[src/rtl/uart_tx_arbiter_if.sv]
// uart_tx_arbiter_if: bundles the two requester handshakes and the
// transmitter-side outputs of uart_tx_arbiter. The slave modport is the
// arbiter's view. The master modport is the view of the surrounding logic,
// which drives the requests and observes the grants and the write strobe.
interface uart_tx_arbiter_if;
  logic       req0;
  logic [7:0] data0;
  logic       gnt0;
  logic       req1;
  logic [7:0] data1;
  logic       gnt1;
  logic       write;
  logic [7:0] write_value;
  logic       busy;

  modport slave (
    input  req0, data0, req1, data1,
    output gnt0, gnt1, write, write_value, busy
  );

  modport master (
    output req0, data0, req1, data1,
    input  gnt0, gnt1, write, write_value, busy
  );
endinterface

[src/rtl/uart_tx_arbiter.sv]
// uart_tx_arbiter: shares one UART transmitter between two requesters.
// A request seen in IDLE is granted for exactly one cycle. In that cycle
// write pulses with the winner's byte. The block then waits one full frame
// (CLKS_PER_BIT*FRAME_BITS cycles) before it accepts the next request.
//
// Configuration macro: UART_ARB_FIXED_PRIO_EN
//   undefined (default) : round-robin. On a tie, the requester not granted
//                         last wins.
//   defined             : fixed priority. Requester 0 always wins a tie, and
//                         the last-granted register is not built.
module uart_tx_arbiter #(
  parameter int CLKS_PER_BIT = 5208,
  parameter int FRAME_BITS   = 11
) (
  input  logic                  clk_50M,
  input  logic                  reset,
  uart_tx_arbiter_if.slave      bus
);

  localparam int FRAME_CYCLES = CLKS_PER_BIT * FRAME_BITS;
  // Wide enough to hold FRAME_CYCLES-1.
  localparam int CNT_W = (FRAME_CYCLES > 1) ? $clog2(FRAME_CYCLES) : 1;
  localparam logic [CNT_W-1:0] CNT_LOAD = CNT_W'(FRAME_CYCLES - 1);

  localparam logic [1:0] ST_IDLE  = 2'd0;
  localparam logic [1:0] ST_GRANT = 2'd1;
  localparam logic [1:0] ST_WAIT  = 2'd2;

  logic [1:0]       state_q, state_d;
  logic [CNT_W-1:0] cnt_q, cnt_d;
  logic             write_q, write_d;
  logic             gnt0_q, gnt0_d;
  logic             gnt1_q, gnt1_d;
  logic [7:0]       wval_q, wval_d;
  logic             busy_q, busy_d;
  logic             win_s;            // 1'b1 when requester 1 wins arbitration

`ifdef UART_ARB_FIXED_PRIO_EN
  // Fixed priority: requester 1 wins only when requester 0 is not requesting.
  always_comb begin
    win_s = ~bus.req0;
  end
`else
  logic last_q, last_d;               // requester granted most recently

  // Round-robin: on a tie, pick the requester that was not granted last.
  always_comb begin
    if (bus.req0 && bus.req1) begin
      win_s = ~last_q;
    end else begin
      win_s = bus.req1;
    end
  end
`endif

  // Next-state, grant and counter logic for the IDLE/GRANT/WAIT sequencer.
  always_comb begin
    state_d = state_q;
    cnt_d   = cnt_q;
    write_d = 1'b0;
    gnt0_d  = 1'b0;
    gnt1_d  = 1'b0;
    wval_d  = wval_q;
`ifndef UART_ARB_FIXED_PRIO_EN
    last_d  = last_q;
`endif
    case (state_q)
      ST_IDLE: begin
        if (bus.req0 || bus.req1) begin
          // The outputs are registered. Setting them here makes the grant
          // visible in the cycle right after the request is sampled.
          state_d = ST_GRANT;
          write_d = 1'b1;
          gnt0_d  = ~win_s;
          gnt1_d  = win_s;
          wval_d  = win_s ? bus.data1 : bus.data0;
`ifndef UART_ARB_FIXED_PRIO_EN
          last_d  = win_s;
`endif
        end else begin
          state_d = ST_IDLE;
        end
      end
      ST_GRANT: begin
        state_d = ST_WAIT;
        cnt_d   = CNT_LOAD;
      end
      ST_WAIT: begin
        if (cnt_q == {CNT_W{1'b0}}) begin
          state_d = ST_IDLE;
        end else begin
          cnt_d = cnt_q - CNT_W'(1);
        end
      end
      default: begin
        state_d = ST_IDLE;
        cnt_d   = {CNT_W{1'b0}};
      end
    endcase
    busy_d = (state_d != ST_IDLE);
  end

  // State and output registers, with synchronous reset.
  always_ff @(posedge clk_50M) begin
    if (reset) begin
      state_q <= ST_IDLE;
      cnt_q   <= {CNT_W{1'b0}};
      write_q <= 1'b0;
      gnt0_q  <= 1'b0;
      gnt1_q  <= 1'b0;
      wval_q  <= 8'h00;
      busy_q  <= 1'b0;
`ifndef UART_ARB_FIXED_PRIO_EN
      last_q  <= 1'b1;
`endif
    end else begin
      state_q <= state_d;
      cnt_q   <= cnt_d;
      write_q <= write_d;
      gnt0_q  <= gnt0_d;
      gnt1_q  <= gnt1_d;
      wval_q  <= wval_d;
      busy_q  <= busy_d;
`ifndef UART_ARB_FIXED_PRIO_EN
      last_q  <= last_d;
`endif
    end
  end

  assign bus.gnt0        = gnt0_q;
  assign bus.gnt1        = gnt1_q;
  assign bus.write       = write_q;
  assign bus.write_value = wval_q;
  assign bus.busy        = busy_q;

endmodule

[src/flat_wrapper.sv]
// flat-port wrapper written by rule: the top's interface ports become plain ports
module uart_tx_arbiter_flat 
#(
  parameter int CLKS_PER_BIT = 5208,
  parameter int FRAME_BITS   = 11
)
  (clk_50M, reset, bus_req0, bus_data0, bus_req1, bus_data1, bus_gnt0, bus_gnt1, bus_write, bus_write_value, bus_busy);
  uart_tx_arbiter_if bus_i ();
  input  logic clk_50M;
  input  logic reset;
  input wire logic [$bits(bus_i.req0)-1:0] bus_req0;
  input wire logic [$bits(bus_i.data0)-1:0] bus_data0;
  input wire logic [$bits(bus_i.req1)-1:0] bus_req1;
  input wire logic [$bits(bus_i.data1)-1:0] bus_data1;
  output wire logic [$bits(bus_i.gnt0)-1:0] bus_gnt0;
  output wire logic [$bits(bus_i.gnt1)-1:0] bus_gnt1;
  output wire logic [$bits(bus_i.write)-1:0] bus_write;
  output wire logic [$bits(bus_i.write_value)-1:0] bus_write_value;
  output wire logic [$bits(bus_i.busy)-1:0] bus_busy;
  assign bus_i.req0 = bus_req0;
  assign bus_i.data0 = bus_data0;
  assign bus_i.req1 = bus_req1;
  assign bus_i.data1 = bus_data1;
  assign bus_gnt0 = bus_i.gnt0;
  assign bus_gnt1 = bus_i.gnt1;
  assign bus_write = bus_i.write;
  assign bus_write_value = bus_i.write_value;
  assign bus_busy = bus_i.busy;
  uart_tx_arbiter #(.CLKS_PER_BIT(CLKS_PER_BIT), .FRAME_BITS(FRAME_BITS)) u_core (.clk_50M(clk_50M), .reset(reset), .bus(bus_i));
endmodule
[config.mk]
export PLATFORM = sky130hd
export DESIGN_NAME = uart_tx_arbiter_flat
export DESIGN_NICKNAME = d
export VERILOG_FILES = /design/src/rtl/uart_tx_arbiter_if.sv /design/src/rtl/uart_tx_arbiter.sv /design/src/flat_wrapper.sv
export SDC_FILE = /design/constraint.sdc
export NUM_CORES = 1
export LEC_CHECK = 0
export BUFFER_PORTS_ARGS = -buffer_cell sky130_fd_sc_hd__buf_2
export CAP_MARGIN = 20
export CELL_PAD_IN_SITES_DETAIL_PLACEMENT = 0
export CELL_PAD_IN_SITES_GLOBAL_PLACEMENT = 1
export CORE_MARGIN = 5
export CORE_UTILIZATION = 37
export CTS_CLUSTER_SIZE = 16
export DETAILED_ROUTE_END_ITERATION = 10
export GPL_ROUTABILITY_DRIVEN = 0
export PLACE_DENSITY = 0.76
export SETUP_SLACK_MARGIN = 0.05
export SLEW_MARGIN = 10
export SYNTH_ARGS = -nofsm -noshare
export SYNTH_HDL_FRONTEND = slang
export SYNTH_SLANG_ARGS = --single-unit
[constraint.sdc]
create_clock -name clk_50M -period 1.85 [get_ports clk_50M]
set_clock_uncertainty 0.2 [all_clocks]
set_input_delay 0.37 -clock clk_50M [delete_from_list [all_inputs] [get_ports clk_50M]]
set_output_delay 0.37 -clock clk_50M [all_outputs]
set_load 0.02 [all_outputs]
# Word level (Yosys, flattened, before mapping)

Cells that the tools add are included.

Flip-flop bits (word level): 31
Input bits: 20
Output and inout bits: 12
Word-level logic and storage cells: 33

Add/subtract/negate cells: 1
Equal/unequal tests: 3
Mux-type cells: 8
Bitwise gates (word level): 4
Reduce and logical (&&, ||, !) cells: 9

Operator list:

| operator              | count |
|---|---|
| $pmux 16 s3           | 1 |
| $logic_not 16->1      | 1 |
| $mux 16               | 1 |
| $sub 16x1->16 const B | 1 |
| $mux 8                | 1 |
| $pmux 2 s3            | 1 |
| $not 1->1             | 4 |
| $reduce_and 2->1      | 2 |
| $mux 1                | 3 |
| $reduce_or 3->1       | 1 |
| $eq 2x1->1 const B    | 1 |
| $eq 2x2->1 const B    | 1 |
| $logic_not 2->1       | 1 |
| $mux 2                | 1 |
| $ne 2x2->1 const B    | 1 |
| $reduce_bool 2->1     | 1 |
| $reduce_or 2->1       | 1 |
| $logic_and 1x1->1     | 1 |
| $logic_or 1x1->1      | 1 |

# Depth between registers and ports, before layout

Gate-level depths: netlist (run 1).

Word-level depth: 4
Mapped depth: 8
Mapped depth without buffers: 7

# Worst setup path after synthesis (run 1)

OpenSTA, ideal clock, no wires.

Path type: register -> register
Start: register u_core.state_q[0]
End: register u_core.cnt_q[7]
Library setup time: 0.093 ns
Arrival time: 1.745 ns
Path slack: -0.189 ns
Stages on the path, launching flop included: 9
Clock period less this slack: 2.039 ns
Cell sequence: dfxtp_1 > inv_1 > ha_1 > clkbuf_1 > nor3b_1 > o21ai_4 > or2_2 > buf_6 > o311ai_2

Longest elaborated chain between the ends: 3
Elaborated cells on any way between the ends: 7

RTL lines:

| element                                           | line                   | text |
|---|---|---|
| from (decl)                                       | uart_tx_arbiter.sv:29  | `logic [1:0] state_q, state_d;` |
| from (signal assigned)                            | uart_tx_arbiter.sv:117 | `state_q <= state_d;` |
| $eq 2x2->1 or $logic_not 2->1 (tied branches)     | uart_tx_arbiter.sv:67  | `case (state_q)` |
| $ne 2x2->1 (no line) or $not 1->1 (tied branches) | n/a                    |  |
| $reduce_and 2->1 (no line)                        | n/a                    |  |
| to (signal assigned)                              | uart_tx_arbiter.sv:107 | `cnt_q <= {CNT_W{1'b0}};` |
| to (signal assigned)                              | uart_tx_arbiter.sv:118 | `cnt_q <= cnt_d;` |
| to (decl)                                         | uart_tx_arbiter.sv:30  | `logic [CNT_W-1:0] cnt_q, cnt_d;` |

Several ways; a longest one is shown, not always the timed one.
A chain may end at the register's enable or synchronous reset.

# Worst setup path after layout (run 1)

Start: register u_core.cnt_q[0]
End: register u_core.cnt_q[7]

Longest elaborated chain between the ends: 3
Elaborated cells on any way between the ends: 6

RTL lines:

| element                                           | line |
|---|---|
| $sub 16x1->16 or $logic_not 16->1 (tied branches) | uart_tx_arbiter.sv:92, uart_tx_arbiter.sv:89 |
| $mux 16 or $ne 2x2->1 (tied branches)             | n/a |
| $pmux 16 s3 or $reduce_and 2->1 (tied branches)   | n/a |

Several ways; a longest one is shown, not always the timed one. The select of a mux whose other input is x is not followed.

==> metrics.txt, run 1 <==
measured slew at the worst slew-check pin 0.482 ns; TritonRoute pass-1 iters 4; count of buffers from port buffering 31; Static Leak 1.03 nW; via count of the routed design 1,675; antenna violations before repair 0; clock transition at the registers of the reported paths 0.06 ns; mean routed wirelength per cell 14.7 um; number of unique standard cell types used by synthesis 42; mean instance size in the synthesized netlist 8.48 um^2; fraction of the yosys area taken by sequential cells 0.366; fin crit share 1.01; final setup violation count 1; clock network fraction of total power 0.248; final design utilization 0.559; hold bufs inserted after CTS 0; RSZ-0062 raised after global routing true; sort of element at the end of the critical path flip-flop; violations in the final reports negative setup slack; most frequent cells in the layout sky130_fd_sc_hd__buf_4, sky130_fd_sc_hd__buf_2, sky130_fd_sc_hd__nor2_1, sky130_fd_sc_hd__dfxtp_1; met3 demand-to-capacity share in global routing 0.0417; library cell contributing the largest single delay on the critical path sky130_fd_sc_hd__or4_4; type of the worst min-delay path in2reg; vias in the first global route 1,684; Switch Pwr 0.726 mW; Mapped Cells 200; CP top delay family simple AND/OR/NAND/NOR gates; Yosys warning total 0; net count reported at finish 293; netlist area before placement 1700 um^2; final slew viol count 0; insertion delay to the later sink of the worst-skew pair 0.28 ns; layer with the highest usage after global routing met2; CTS Sinks 31; timing-limited maximum frequency 537 MHz; initial DRC count 76; async set-reset flop share out of synthesis 0; final-report hold violation count 0; DRT Wirelength 4720 um; Post-synth EDFFs 0; switch share 0.337; delay of the slowest cell on the worst path 0.56 ns; HPWL after detailed placement 3480 um; required time at the endpoint of the critical path 1.85 ns; relative contribution of sequential cells to total power 0.355; Post-DRT Antenna Nets 0; worst vdd ir 0.432 mV; number of top-level pins 32; maximum fanout along the worst path 4; count of max-cap constraint violations 0; remaining global-route overflow 0; layout overhead on the synthesized area 45.6%; total power per unit cell area 872 nW/um^2; min setup slack post-route -0.0111 ns; Total Die Area 6040 um^2; Die Span X 77.7 um; Combinational Power Share 0.397; Slew Limit Headroom 0.675; H-tree Lvls 2; #FFs+latches synth 31; CTS buffer count 5; GRT Util Overall 0.157; run status finished with violations; global-route wire length before repair 7690 um; Via density 5.23; cell chosen for the clock root sky130_fd_sc_hd__clkbuf_8; core region area 4410 um^2; largest net degree at the start of global routing 20; shortest clock period the worst path allows after layout 1.86 ns; Antenna diodes 0; initial cell density of the core 0.384; maximum buffer depth of the clock tree 2; clock tree from TritonCTS done; share of cells above drive strength 1 0.451; total DRC errors in the routed layout 0; met1 track utilization from global routing 0.201; summed negative setup slack over all endpoints -0.0111 ns; leading cell type in the layout, fill and taps excluded sky130_fd_sc_hd__buf_4; critical path arrival 1.86 ns; element type at the critical path start flip-flop; Crit Path Class reg2reg; design internal power 1.43 mW; global routing met2 resource utilization 0.248; primary flip-flop cell chosen by synthesis mapping sky130_fd_sc_hd__dfxtp_1; cell breakdown of the critical path buf_4 > or4_4 > nor4_4 > xnor2_1 > o311ai_2; # rows 24; floorplan die height 77.7 um; WP buf/inv 1; Net Count, Synth 225
## Yosys cell counts, types with 2 or more instances
cell type | number | area, um^2
sky130_fd_sc_hd__o211ai_1 | 3 | 22.5
sky130_fd_sc_hd__o21a_1 | 3 | 22.5
sky130_fd_sc_hd__nand3b_1 | 2 | 15.0
sky130_fd_sc_hd__mux2i_1 | 8 | 80.1
sky130_fd_sc_hd__nor3_1 | 6 | 30.0
sky130_fd_sc_hd__nor4_4 | 2 | 42.5
sky130_fd_sc_hd__xnor2_1 | 2 | 17.5
sky130_fd_sc_hd__nor4_1 | 2 | 12.5
sky130_fd_sc_hd__nand2_1 | 13 | 48.8
sky130_fd_sc_hd__inv_1 | 9 | 33.8
sky130_fd_sc_hd__nor2b_1 | 2 | 12.5
sky130_fd_sc_hd__nor2_1 | 23 | 86.3
sky130_fd_sc_hd__nor3b_1 | 3 | 22.5
sky130_fd_sc_hd__a21oi_1 | 13 | 65.1
sky130_fd_sc_hd__o21ai_0 | 13 | 65.1
sky130_fd_sc_hd__clkbuf_1 | 6 | 22.5
sky130_fd_sc_hd__or3_1 | 2 | 12.5
sky130_fd_sc_hd__ha_1 | 5 | 62.6
sky130_fd_sc_hd__nand4_1 | 3 | 18.8
sky130_fd_sc_hd__and3_1 | 3 | 18.8
sky130_fd_sc_hd__o32ai_1 | 3 | 26.3
sky130_fd_sc_hd__nand3_1 | 10 | 50.1
sky130_fd_sc_hd__buf_2 | 2 | 10.0
sky130_fd_sc_hd__and2_1 | 2 | 12.5
sky130_fd_sc_hd__a211oi_1 | 8 | 60.1
sky130_fd_sc_hd__a31oi_1 | 6 | 37.5
sky130_fd_sc_hd__dfxtp_1 | 31 | 621
## repair_timing
item | CTS | global route
pin swaps | 4 | 19
gates resized for setup | 13 | 26
buffers inserted | 4 | 3
endpoints found under the setup margin | 17 | 19
## state kept, by name, summed over array words and instances, names as in the netlist
signal and cells:
u_core.cnt_q 16, u_core.bus.write_value 8, u_core.state_q 2, u_core.bus.busy 1
u_core.bus.gnt0 1, u_core.bus.gnt1 1, u_core.bus.write 1, u_core.last_q 1
## worst paths after layout
path / end / slack (ns) / cells after the start / from
worst min register to register: u_core.last_q$_SDFFE_PP1P_ / 0.28 / 2 / u_core.last_q$_SDFFE_PP1P_
worst min-delay path: u_core.bus.write_value[5]$_SDFFE_PP0P_ / 0.22 / 3 / bus_data0[5]
worst max register to register: u_core.cnt_q[7]$_SDFFE_PP0P_ / -0.01 / 5 / u_core.cnt_q[0]$_SDFFE_PP0P_
worst max-delay path: u_core.cnt_q[7]$_SDFFE_PP0P_ / -0.01 / 5 / u_core.cnt_q[0]$_SDFFE_PP0P_
## power groups by stage
stage / logic (mW) / registers (mW) / clock network [mW]
final: 0.855 / 0.765 / 0.533
after global routing: 0.928 / 0.772 / 0.584
after CTS: 0.751 / 0.764 / 0.557
after detailed placement: 0.697 / 0.777 / 0
after global placement: 0.701 / 0.776 / 0
after floorplan: 0.405 / 0.821 / 0
## worst reg2reg max path, delay by kind of cell, from the launching register on
kind	cells	cell delay (ns)
simple gates	2	0.80
buf+inv	1	0.14
compound gates	1	0.20
xor+xnor	1	0.11
flops	1	0.32
## per-layer routing
layer | part of all wire | vias up | wire, um
met4 | 0.0091 | 0 | 43
li1 | - | 871 | -
met5 | 0 | - | 0
met2 | 0.50 | 23 | 2370
met1 | 0.45 | 775 | 2150
met3 | 0.034 | 6 | 162
## kinds of logic after synthesis
| group | synth area share |
|---|---|
| and+or+nand+nor | 0.254 |
| AOI/OAI and AO/OA | 0.240 |
| DFF | 0.366 |
| buffers and inverters | 0.0458 |
| muxes | 0.0472 |
| adders and majority gates | 0.0369 |
| xor gates and xnor gates | 0.0103 |
## area by class of cell
| type | count | area [um^2] |
|---|---|---|
| Fill cell | 407 | 1950 |
| Sequential cell | 31 | 634 |
| Clock inverter | 1 | 5.00 |
| Tap cell | 52 | 65.1 |
| Clock buffer | 6 | 82.6 |
| Timing Repair Buffer | 70 | 472 |
| Inverter | 9 | 36.3 |
| Multi-Input combinational cell | 151 | 1170 |
## stage by stage
step	setup WS (ns)	area, um^2	power (mW)	std cells	hold WS, ns
2_1_floorplan	0.0399	1770	1.23	200	0.233
5_1_grt	-0.105	2470	2.29	320	0.225
3_3_place_gp	-0.0643	2190	1.48	306	0.254
3_5_place_dp	-0.0824	2190	1.47	306	0.262
4_1_cts	0.0235	2360	2.07	317	0.216
6_report	-0.0111	2470	2.15	320	0.224
Note: power is estimated with default switching activity, not from simulation.
==> inputs of run 2 (changes only) <==
SETUP_SLACK_MARGIN = 0.4   (was 0.05)
==> metrics.txt, run 2 (synthesized netlist as in run 1, its figures left out) <==
cell chosen for the clock root sky130_fd_sc_hd__clkbuf_8; CTS Sinks 31; global-route wire length before repair 8490 um; element type at the critical path start flip-flop; Total Die Area 6040 um^2; largest reg by FF count u_core.cnt_q; destination of the worst register-to-register timing path u_core.cnt_q[14]$_SDFFE_PP0P_; DRT Wirelength 5280 um; total power per unit cell area 832 nW/um^2; final setup violation count 0; Slew Limit Headroom 0.765; critical path arrival 1.81 ns; RSZ-0062 raised after global routing true; Antenna diodes 0; WP buf/inv 2; Die Span X 77.7 um; global routing met2 resource utilization 0.271; net count reported at finish 308; initial DRC count 70; mean routed wirelength per cell 15.7 um; vias in the first global route 1,804; measured slew at the worst slew-check pin 0.351 ns; most frequent cell on the critical path sky130_fd_sc_hd__o211ai_1; number of top-level pins 32; maximum fanout along the worst path 6; GRT Util Overall 0.172; hold bufs inserted after CTS 0; Crit Path Class reg2reg; antenna violations before repair 0; remaining global-route overflow 0; met3 demand-to-capacity share in global routing 0.0440; multi-input gate area in the final layout 1370 um^2; shortest clock period the worst path allows after layout 1.83 ns; Filler cells 364; clock tree from TritonCTS done; Hold Crit Start bus_req0; required time at the endpoint of the critical path 1.82 ns; cell count after placement 296; HPWL after detailed placement 3380 um; cell breakdown of the critical path inv_2 > ha_4 > nor3b_4 > and3_4 > buf_6 > a21oi_2 > o211ai_1 > o211ai_1; placed inst area 2190 um^2; delay of the slowest cell on the worst path 0.34 ns; Post-DRT Antenna Nets 0; initial cell density of the core 0.384; H-tree Lvls 2; share of cells above drive strength 1 0.588; count of buffers from port buffering 31; most frequent cells in the layout sky130_fd_sc_hd__buf_4, sky130_fd_sc_hd__buf_2, sky130_fd_sc_hd__dfxtp_1, sky130_fd_sc_hd__nor2_1, sky130_fd_sc_hd__buf_6; largest net degree at the start of global routing 19; insertion delay to the later sink of the worst-skew pair 0.30 ns; depth of the most critical reg-to-reg path 8; # rows 24; number of flip-flops in the largest register 16; setup slack, reg-to-reg 0.02 ns; CP top delay family simple AND/OR/NAND/NOR gates; summed negative setup slack over all endpoints 0 ns; total DRC errors in the routed layout 0; count of max-cap constraint violations 0; clock transition at the registers of the reported paths 0.07 ns; floorplan die height 77.7 um; non-filler cells in the finished layout 336; sort of element at the end of the critical path flip-flop; run status finished, final reports clean; fin crit share 0.990; layer with the highest usage after global routing met2; final-report hold violation count 0; timing-limited maximum frequency 546 MHz; Worst Hold Endpoint u_core.bus.write$_SDFF_PP0_; leading cell type in the layout, fill and taps excluded sky130_fd_sc_hd__buf_4; worst vdd ir 0.451 mV; TritonRoute pass-1 iters 4; core region area 4410 um^2; worst r2r src u_core.cnt_q[0]$_SDFFE_PP0P_; Via density 5.47; cell area after layout 2850 um^2; met1 track utilization from global routing 0.217; setup slack after placement -0.0291 ns; instance count along the most critical hold path 3; Static Leak 1.15 nW; via count of the routed design 1,837; layout overhead on the synthesized area 68.0%; final slew viol count 0; Storage cell area 636 um^2; min setup slack post-route 0.0176 ns; library cell contributing the largest single delay on the critical path sky130_fd_sc_hd__dfxtp_2; CTS buffer count 5; maximum buffer depth of the clock tree 2; type of the worst min-delay path in2reg
[run 2: changes by cell type in the layout (fill, tap and decap cells not counted), sizes merged]
cell and delta:
buf +12, clkbuf +3, clkinvlp +1, inv -1, o21bai +1
[run 2: layer usage]
metal | up-vias | part of all wire | routed length, um
met5 | - | 0 | 0
met3 | 15 | 0.065 | 341
met4 | 0 | 0.027 | 142
li1 | 907 | - | -
met2 | 66 | 0.48 | 2520
met1 | 849 | 0.43 | 2280
[run 2: tightest hold or removal path, delay by kind of cell]
family	cells	cell delay, ns
simple gates	1	0.10
compound gates	1	0.12
buf+inv	1	0.11
[run 2: power breakdown]
part / leakage (nW) / switching [mW] / total (mW) / internal [mW]
logic: 0.841 / 0.525 / 1.03 / 0.502
registers: 0.258 / 0.0513 / 0.778 / 0.727
clock network: 0.0482 / 0.265 / 0.565 / 0.300
total: 1.15 / 0.841 / 2.37 / 1.53
[run 2: cell type report]
cell class | instances | area share
timing repair buffer | 84 | 0.227
multi-input combinational | 152 | 0.480
tap | 52 | 0.0228
clock inverter | 1 | 0.00176
inverter | 9 | 0.0149
sequential | 31 | 0.223
clock buffer | 7 | 0.0303
[run 2: worst max path at each step]
stage | slack (ns) | endpoint | startpoint | cells after the start
finish | 0.02 | u_core.cnt_q[14]$_SDFFE_PP0P_ | u_core.cnt_q[0]$_SDFFE_PP0P_ | 8
CTS | 0.05 | u_core.cnt_q[7]$_SDFFE_PP0P_ | u_core.cnt_q[1]$_SDFFE_PP0P_ | 7
detailed placement | -0.03 | u_core.cnt_q[2]$_SDFFE_PP0P_ | u_core.cnt_q[0]$_SDFFE_PP0P_ | 7
floorplan | 0.04 | u_core.cnt_q[7]$_SDFFE_PP0P_ | u_core.cnt_q[13]$_SDFFE_PP0P_ | 6
global placement | -0.01 | u_core.cnt_q[11]$_SDFFE_PP0P_ | u_core.cnt_q[0]$_SDFFE_PP0P_ | 7
global route | -0.08 | u_core.cnt_q[12]$_SDFFE_PP0P_ | u_core.cnt_q[0]$_SDFFE_PP0P_ | 8
[run 2: timing repair]
item / 4_1_cts / 5_1_grt
gates cloned: 1 / 3
setup buffers: 17 / 11
pin swaps: 24 / 28
setup endpoints to repair: 29 / 30
resized for setup: 32 / 42
[run 2: stage by stage]
step                power [mW]  utilization  hold slack (ns)
finish                    2.37        0.645            0.231
global route              2.50        0.645            0.246
CTS                       2.21        0.578            0.241
detailed placement        1.49        0.496            0.267
global placement          1.48        0.496            0.260
floorplan                 1.27            -            0.236
==> inputs of run 3 (changes only) <==
RECOVER_POWER = 50   (was not set)
==> metrics.txt, run 3 (synthesized netlist as in run 1, its figures left out) <==
run status finished with violations; violations in the final reports negative setup slack; most frequent cells in the layout sky130_fd_sc_hd__buf_4, sky130_fd_sc_hd__dfxtp_1, sky130_fd_sc_hd__buf_2, sky130_fd_sc_hd__nor2_1, sky130_fd_sc_hd__clkbuf_1; number of flip-flops in the largest register 16; Static Leak 1.10 nW; worst hold-check slack 0.244 ns; GRT Util Overall 0.172; cell chosen for the clock root sky130_fd_sc_hd__clkbuf_8; TritonRoute pass-1 iters 4; total DRC errors in the routed layout 0; measured slew at the worst slew-check pin 0.485 ns; clock tree from TritonCTS done; final slew viol count 0; design internal power 1.51 mW; Total Power Consumption 2.35 mW; maximum buffer depth of the clock tree 2; via count of the routed design 1,826; CTS buffer count 5; mean routed wirelength per cell 15.8 um; initial cell density of the core 0.384; share of cells above drive strength 1 0.542; count of max-cap constraint violations 0; min setup slack post-route -0.0204 ns; Storage cell area 636 um^2; worst vdd ir 0.457 mV; net count reported at finish 308; core region area 4410 um^2; # rows 24; DRT Wirelength 5320 um; clock network fraction of total power 0.240; largest net degree at the start of global routing 19; global-route wire length before repair 8490 um; floorplan die height 77.7 um; Filler cells 373; non-filler cells in the finished layout 336; Die Span X 77.7 um; Antenna diodes 0; H-tree Lvls 2; insertion delay to the later sink of the worst-skew pair 0.29 ns; hold bufs inserted after CTS 0; Switch Pwr 0.841 mW; summed negative setup slack over all endpoints -0.0204 ns; largest reg by FF count u_core.cnt_q; RSZ-0062 raised after global routing true; HPWL after detailed placement 3380 um; clock transition at the registers of the reported paths 0.07 ns; placed inst area 2190 um^2; Post-DRT Antenna Nets 0; required time at the endpoint of the critical path 1.86 ns; count of buffers from port buffering 31; critical path arrival 1.88 ns; layout overhead on the synthesized area 66.2%; shortest clock period the worst path allows after layout 1.87 ns; setup slack after placement -0.0291 ns; vias in the first global route 1,804; CTS Sinks 31; sort of element at the end of the critical path flip-flop; total power per unit cell area 835 nW/um^2; Crit Path Class reg2reg; cell count after placement 296; Combinational Power Share 0.430; multi-input gate area in the final layout 1360 um^2; final-report hold violation count 0; final setup violation count 1; number of top-level pins 32; cell area after layout 2820 um^2; setup slack, reg-to-reg -0.02 ns; final design utilization 0.638; leading cell type in the layout, fill and taps excluded sky130_fd_sc_hd__buf_4; initial DRC count 78; element type at the critical path start flip-flop; antenna violations before repair 0; switch share 0.357; Total Die Area 6040 um^2; maximum fanout along the worst path 7; relative contribution of sequential cells to total power 0.331; type of the worst min-delay path in2reg; Via density 5.43; timing-limited maximum frequency 535 MHz; remaining global-route overflow 0; fin crit share 1.01; Slew Limit Headroom 0.673
-- run 3: final timing paths --
check        cells past startpoint                                      to                    startpoint
min reg2reg                      2            u_core.cnt_q[1]$_SDFFE_PP0P_  u_core.cnt_q[1]$_SDFFE_PP0P_
max reg2reg                      7  u_core.bus.write_value[2]$_SDFFE_PP0P_  u_core.state_q[0]$_SDFF_PP0_
min                              3  u_core.bus.write_value[0]$_SDFFE_PP0P_                  bus_data0[0]
max                              7  u_core.bus.write_value[2]$_SDFFE_PP0P_  u_core.state_q[0]$_SDFF_PP0_
-- run 3: power by group through the flow --
stage / clock, mW / sequential (mW) / combinational (mW)
after floorplan: 0 / 0.822 / 0.450
after global placement: 0 / 0.780 / 0.704
after detailed placement: 0 / 0.782 / 0.706
after CTS: 0.576 / 0.767 / 0.869
after global routing: 0.608 / 0.785 / 1.09
final: 0.565 / 0.778 / 1.01
-- run 3: cell type report --
cell class / count / share of cell area
inverter: 9 / 0.0142
multi-input combinational: 152 / 0.482
timing repair buffer: 84 / 0.222
clock buffer: 7 / 0.0306
clock inverter: 1 / 0.00178
sequential: 31 / 0.226
tap: 52 / 0.0231
-- run 3: repair_timing --
action                     4_1_cts  5_1_grt
resized for setup               32       42
buffers inserted                17       11
pin swaps                       24       28
setup endpoints to repair       29       30
cloned                           1        3
-- run 3: critical path, cell delays in order, from the launching register on --
cell and delay, ns:
sky130_fd_sc_hd__dfxtp_4 0.35, sky130_fd_sc_hd__inv_2 0.10, sky130_fd_sc_hd__ha_4 0.22, sky130_fd_sc_hd__buf_6 0.11
sky130_fd_sc_hd__o21a_1 0.35, sky130_fd_sc_hd__clkbuf_16 0.24, sky130_fd_sc_hd__nor2_4 0.04, sky130_fd_sc_hd__a211oi_2 0.18
-- run 3: metal layers --
metal / routed length [um] / part of all wire / up-vias / global-route usage
met5: 0 / 0 / - / 0
met4: 127 / 0.024 / 0 / 0.0808
met3: 326 / 0.061 / 13 / 0.0440
met2: 2550 / 0.48 / 51 / 0.271
met1: 2320 / 0.44 / 853 / 0.217
li1: - / - / 909 / -
